==> src/rtl/cpu_pkg.sv <==
// Shared CPU definitions used by the RV32M divider: operation encodings,
// divider FSM states and the fixed start-to-done latency.
package cpu_pkg;

  typedef enum logic [2:0] {
    DIV_OP_DIV  = 3'b100,
    DIV_OP_DIVU = 3'b101,
    DIV_OP_REM  = 3'b110,
    DIV_OP_REMU = 3'b111
  } div_op_e;

  typedef enum logic [1:0] {
    DIV_ST_IDLE,
    DIV_ST_CALC,
    DIV_ST_FINISH
  } div_state_e;

  localparam int unsigned DIV_LATENCY = 34;

endpackage

==> src/rtl/divider_unit.sv <==
// Multi-cycle restoring divider for RV32M DIV/DIVU/REM/REMU.
// One quotient bit per cycle on operand magnitudes, sign fix-up at the end.
module divider_unit
  import cpu_pkg::*;
#(
  parameter int unsigned WIDTH = 32
) (
  input  logic             clk,
  input  logic             rst_n,
  input  logic             div_start,
  input  logic [2:0]       div_op,
  input  logic [WIDTH-1:0] dividend,
  input  logic [WIDTH-1:0] divisor,
  output logic [WIDTH-1:0] result,
  output logic             div_busy,
  output logic             div_done
);

  localparam int unsigned CNT_W = $clog2(WIDTH) + 1;
  localparam logic [CNT_W-1:0] LAST_CNT = CNT_W'(WIDTH - 1);
  localparam logic [WIDTH-1:0] MIN_NEG = {1'b1, {(WIDTH-1){1'b0}}};

  div_state_e       state_q;
  logic [1:0]       op_q;
  logic             negq_q;
  logic             negr_q;
  logic             div0_q;
  logic             ovf_q;
  logic [WIDTH-1:0] dvd_q;
  logic [WIDTH-1:0] dvs_q;
  logic [WIDTH-1:0] orig_q;
  logic [WIDTH:0]   acc_q;
  logic [WIDTH-1:0] quo_q;
  logic [CNT_W-1:0] count_q;
  logic [WIDTH-1:0] result_q;
  logic             busy_q;
  logic             done_q;

  logic             start_ok;
  logic             sgn_op;
  logic             sa;
  logic             sb;
  logic [WIDTH-1:0] abs_a;
  logic [WIDTH-1:0] abs_b;
  logic [WIDTH:0]   acc_sh;
  logic             ge;
  logic [WIDTH:0]   acc_d;
  logic [WIDTH-1:0] quo_d;
  logic [WIDTH-1:0] q_fix;
  logic [WIDTH-1:0] r_fix;
  logic [WIDTH-1:0] result_d;

  // Operand preparation at acceptance: magnitudes and sign flags.
  always_comb begin
    start_ok = div_start && div_op[2];
    sgn_op   = ~div_op[0];
    sa       = sgn_op & dividend[WIDTH-1];
    sb       = sgn_op & divisor[WIDTH-1];
    abs_a    = sa ? -dividend : dividend;
    abs_b    = sb ? -divisor  : divisor;
  end

  // One restoring step: shift in next dividend bit, conditionally subtract.
  always_comb begin
    acc_sh = (acc_q << 1) | {{WIDTH{1'b0}}, dvd_q[WIDTH-1]};
    ge     = acc_sh >= {1'b0, dvs_q};
    acc_d  = ge ? (acc_sh - {1'b0, dvs_q}) : acc_sh;
    quo_d  = {quo_q[WIDTH-2:0], ge};
  end

  // Final selection: divide-by-zero, then signed overflow, then normal.
  always_comb begin
    q_fix = negq_q ? -quo_q : quo_q;
    r_fix = negr_q ? -acc_q[WIDTH-1:0] : acc_q[WIDTH-1:0];
    if (div0_q) begin
      result_d = op_q[1] ? orig_q : '1;
    end else if (ovf_q) begin
      result_d = op_q[1] ? '0 : MIN_NEG;
    end else begin
      result_d = op_q[1] ? r_fix : q_fix;
    end
  end

  always_ff @(posedge clk or negedge rst_n) begin
    if (!rst_n) begin
      state_q  <= DIV_ST_IDLE;
      op_q     <= '0;
      negq_q   <= 1'b0;
      negr_q   <= 1'b0;
      div0_q   <= 1'b0;
      ovf_q    <= 1'b0;
      dvd_q    <= '0;
      dvs_q    <= '0;
      orig_q   <= '0;
      acc_q    <= '0;
      quo_q    <= '0;
      count_q  <= '0;
      result_q <= '0;
      busy_q   <= 1'b0;
      done_q   <= 1'b0;
    end else begin
      case (state_q)
        DIV_ST_IDLE: begin
          done_q <= 1'b0;
          if (start_ok) begin
            op_q    <= div_op[1:0];
            negq_q  <= sa ^ sb;
            negr_q  <= sa;
            div0_q  <= (divisor == '0);
            ovf_q   <= sgn_op && (dividend == MIN_NEG) && (divisor == '1);
            dvd_q   <= abs_a;
            dvs_q   <= abs_b;
            orig_q  <= dividend;
            acc_q   <= '0;
            quo_q   <= '0;
            count_q <= '0;
            busy_q  <= 1'b1;
            state_q <= DIV_ST_CALC;
          end
        end
        DIV_ST_CALC: begin
          acc_q   <= acc_d;
          quo_q   <= quo_d;
          dvd_q   <= dvd_q << 1;
          count_q <= count_q + 1'b1;
          if (count_q == LAST_CNT) begin
            state_q <= DIV_ST_FINISH;
          end
        end
        DIV_ST_FINISH: begin
          result_q <= result_d;
          done_q   <= 1'b1;
          busy_q   <= 1'b0;
          state_q  <= DIV_ST_IDLE;
        end
        default: begin
          state_q <= DIV_ST_IDLE;
        end
      endcase
    end
  end

  assign result   = result_q;
  assign div_busy = busy_q;
  assign div_done = done_q;

endmodule

==> config.mk <==
export PLATFORM = sky130hd
export DESIGN_NAME = divider_unit
export DESIGN_NICKNAME = d
export VERILOG_FILES = /design/src/rtl/cpu_pkg.sv /design/src/rtl/divider_unit.sv
export SDC_FILE = /design/constraint.sdc
export NUM_CORES = 1
export LEC_CHECK = 0
export CORE_UTILIZATION = 60
export DETAILED_ROUTE_END_ITERATION = 8
export MAX_ROUTING_LAYER = met4
export PLACE_DENSITY = 0.85
export SKIP_CTS_REPAIR_TIMING = 1
export SLEW_MARGIN = 20
export SYNTH_ARGS = -nofsm -noshare
export SYNTH_HDL_FRONTEND = slang
export SYNTH_SLANG_ARGS = --single-unit
==> constraint.sdc <==
create_clock -name clk -period 3.82 [get_ports clk]
set_input_delay 0.382 -clock clk [delete_from_list [all_inputs] [get_ports clk]]
set_output_delay 0.382 -clock clk [all_outputs]
set_load 0.03 [all_outputs]
==> metrics.txt <==
run status finished, final reports clean; height of the die 149.8 um; area share of the largest cell type after synthesis 39.54%; Pwr per Cell Area 785.8 nW/um2; number of register bits inferred by synthesis 207; pin count of the biggest net entering global routing 81; arrival time of data at the critical path endpoint 3.77 ns; count of port buffers added during placement 103; share of synthesized cell area in and, or, nand and nor gates 18.98%; crit-path leading delay family simple AND/OR/NAND/NOR gates; total wire length after detailed routing 36.49 mm; clock tree buffer depth 3; delay contributed by the slowest stage of the critical path 0.59 ns; largest driver fanout on the critical path 6; final-layout setup total negative slack 0 ns; fraction of the cycle the final worst path needs 88.68%; num ports 104; count of flip-flops with a built-in enable after synthesis 0; count of endpoints failing setup in the final report 0; area grow syn2layout 15.35%; cell at the root of the clock tree sky130_fd_sc_hd__clkbuf_16; r2r endpoint result[29]$_DFFE_PN0P_; final critical-path setup slack 0.4326 ns; startpoint type of the worst setup path flop; clock slew seen by the registers of the worst setup and hold paths 0.06 ns; share of the synthesized netlist area taken by xor and xnor gates 9.828%; GR Layer Usage met2 52.94%; htree depth 1; CP Data Required Time 4.21 ns; Worst-Skew Late Latency 0.53 ns; final worst path period need 3.387 ns; Cell Rows 53; dominant combinational cell family by area after synthesis compound AO/OA/AOI/OAI gates; placer congestion estimate 0.9526; detailed-route vias per instance 6.250; fraction of the yosys area taken by sequential cells 39.54%; slew at the pin closest to its max-slew limit 1.074 ns; nets@finish 1,760; cell-by-cell trace of the critical path nor4_1 -> nand3_1 -> or3_1 -> nor2_1 -> nand3_1 -> o41ai_1 -> xnor2_1 -> a221oi_1 -> a21oi_1; total of max-cap violations 0; maximum ir drop on the vdd rail 415.5 uV; final antenna diode count 0; headroom to the max-slew limit 28.41%; most area-consuming cells after synthesis sky130_fd_sc_hd__dfrtp_1 40%, sky130_fd_sc_hd__nand2_1 9.2%, sky130_fd_sc_hd__o21ai_0 7.6%; GRT Util Overall 34.32%; chip width 149.8 um; leakage power of the design 6.310 nW; post-synthesis cell area 13,100 um2; Clock Sink Count 207; Adder-Cell Fraction of Synth Area 3.782%; Max Clk Rate 295.2 MHz; Crit path top cell by count sky130_fd_sc_hd__nand3_1; number of nets in the synthesized netlist 1,714; post-route ant nets 0; Hold Path Class input port to asynchronous set/reset pin; Residual DRC 0; Worst R2R Start acc_q[4]$_DFFE_PN0P_; grt peak-use layer met2; crit end category flop; final count of pins violating max slew 0; number of antenna violations at the first check in global routing 0; starting density of the core 61.73%; detailed placement HPWL 26.31 mm; wire length of the first global-routing pass 59.04 mm; mux share of post-synthesis cell area 0.6113%; length of the first detailed-routing pass in iterations 7; slack of the worst reg-to-reg path 0.43 ns; aggregate global routing overflow 0; via count 12,140; count of different cell masters after synthesis 66; area fraction in compound gates after synthesis 22.67%; DR iter-0 viols 1,165; clock tree from TritonCTS built; post-detailed-route wirelength per cell 18.79 um; crit path buf inv count 0; class of the most critical setup path flop to flop; met3 global-route usage 5.366%; GR met1 Demand/Resource 44.81%; RSZ-0062 raised after global routing no; via count of the first global-routing pass 11,450; cell types with the highest counts after synthesis 320 x sky130_fd_sc_hd__nand2_1, 207 x sky130_fd_sc_hd__dfrtp_1, 198 x sky130_fd_sc_hd__o21ai_0, 88 x sky130_fd_sc_hd__a21oi_1, 85 x sky130_fd_sc_hd__clkbuf_1; Fin Hold WS 0.4007 ns; fraction of registers with async set or reset after synthesis 100.0%; number of cells traversed by the worst register-to-register path 9; Mapped Avg Cell Area 8.162 um2; core area 21,220 um2; Placement Setup Slack 0.4773 ns; Yosys warning total 0; Fin. Hold Viols 0; worst-case clock skew 0.01955 ns; share of cells above drive strength 1 4.859%; DIE AREA 22,430 um2; Num CTS Buffers 23; cell with the most instances after synthesis sky130_fd_sc_hd__nand2_1; slowest CP cell sky130_fd_sc_hd__nor4_1; number of standard cells after synthesis 1,605; most area-hungry cell type in the Yosys netlist sky130_fd_sc_hd__dfrtp_1; primary flip-flop cell chosen by synthesis mapping sky130_fd_sc_hd__dfrtp_1
cell usage in the layout, fill, tap and decap left out, types with 35 or more instances in the layout:
master / synthesis / routed
sky130_fd_sc_hd__xnor2_1: 76 / 76
sky130_fd_sc_hd__o21ai_0: 198 / 198
sky130_fd_sc_hd__a21oi_1: 88 / 88
sky130_fd_sc_hd__inv_1: 57 / 57
sky130_fd_sc_hd__nor2_1: 82 / 81
sky130_fd_sc_hd__o31ai_1: 35 / 35
sky130_fd_sc_hd__dfrtp_1: 207 / 205
sky130_fd_sc_hd__xor2_1: 71 / 71
sky130_fd_sc_hd__nand2_1: 320 / 320
sky130_fd_sc_hd__clkdlybuf4s50_1: 0 / 102
sky130_fd_sc_hd__ha_1: 38 / 38
area by class of cell:
cell class                 count  area, um2
tap                          275      344.1
fill                        1698       6110
clock buffer                  31      645.6
clock inverter                10      143.9
multi-input combinational   1239       7368
sequential                   207       5182
inverter                      57      214.0
timing repair buffer         123       1212
worst register-to-register path, cell delays in order, from the launching register on:
cell                       delay [ns]
sky130_fd_sc_hd__dfrtp_1         0.47
sky130_fd_sc_hd__nor4_1          0.59
sky130_fd_sc_hd__nand3_1         0.30
sky130_fd_sc_hd__or3_1           0.48
sky130_fd_sc_hd__nor2_1          0.20
sky130_fd_sc_hd__nand3_1         0.14
sky130_fd_sc_hd__o41ai_1         0.33
sky130_fd_sc_hd__xnor2_1         0.13
sky130_fd_sc_hd__a221oi_1        0.48
sky130_fd_sc_hd__a21oi_1         0.14
power by group:
group	total [mW]	switching (mW)	internal, mW	leakage [nW]
registers	3.88	0.959	2.92	2.65
clock network	2.32	0.921	1.40	0.393
logic	5.68	3.28	2.40	3.26
registers in the layout, indices dropped and copies added (netlist names), 2 cells and up:
signal / count
acc_q: 32
dvd_q: 32
dvs_q: 32
orig_q: 32
quo_q: 32
result: 32
count_q: 6
state_q: 2
worst max-delay path by stage:
stage | startpoint | cells past startpoint | to | slack, ns
after floorplan | acc_q[19]$_DFFE_PN0P_ | 13 | acc_q[28]$_DFFE_PN0P_ | 0.85
after global placement | dvd_q[31]$_DFFE_PN0P_ | 14 | acc_q[28]$_DFFE_PN0P_ | 0.57
after detailed placement | divisor[6] | 10 | dvs_q[29]$_DFFE_PN0P_ | 0.48
after CTS | dvd_q[31]$_DFFE_PN0P_ | 14 | acc_q[28]$_DFFE_PN0P_ | 0.47
after global routing | acc_q[4]$_DFFE_PN0P_ | 9 | result[29]$_DFFE_PN0P_ | 0.19
final | acc_q[4]$_DFFE_PN0P_ | 9 | result[29]$_DFFE_PN0P_ | 0.43
per-layer routing:
metal	part of all wire (%)	vias to the layer above
met4	4.3	0
met2	46	551
met1	42	5753
met5	0	-
li1	-	5726
met3	7.1	108
logic make-up after synthesis:
group,Yosys count
simple gates,563
compound gates,482
flops,207
buf+inv,159
xor+xnor,147
fa+ha+maj,39
mux,8
through the flow:
stage          utilization [%]  area (um2)  std cells  power, mW
2_1_floorplan                -       13100       1605      7.803
3_3_place_gp             67.44       14310       1900      9.250
3_5_place_dp             67.44       14310       1900      9.405
4_1_cts                  71.16       15100       1941      11.77
5_1_grt                  71.21       15110       1942      12.71
6_report                 71.21       15110       1942      11.87
Note: power is estimated with default switching activity, not from simulation.
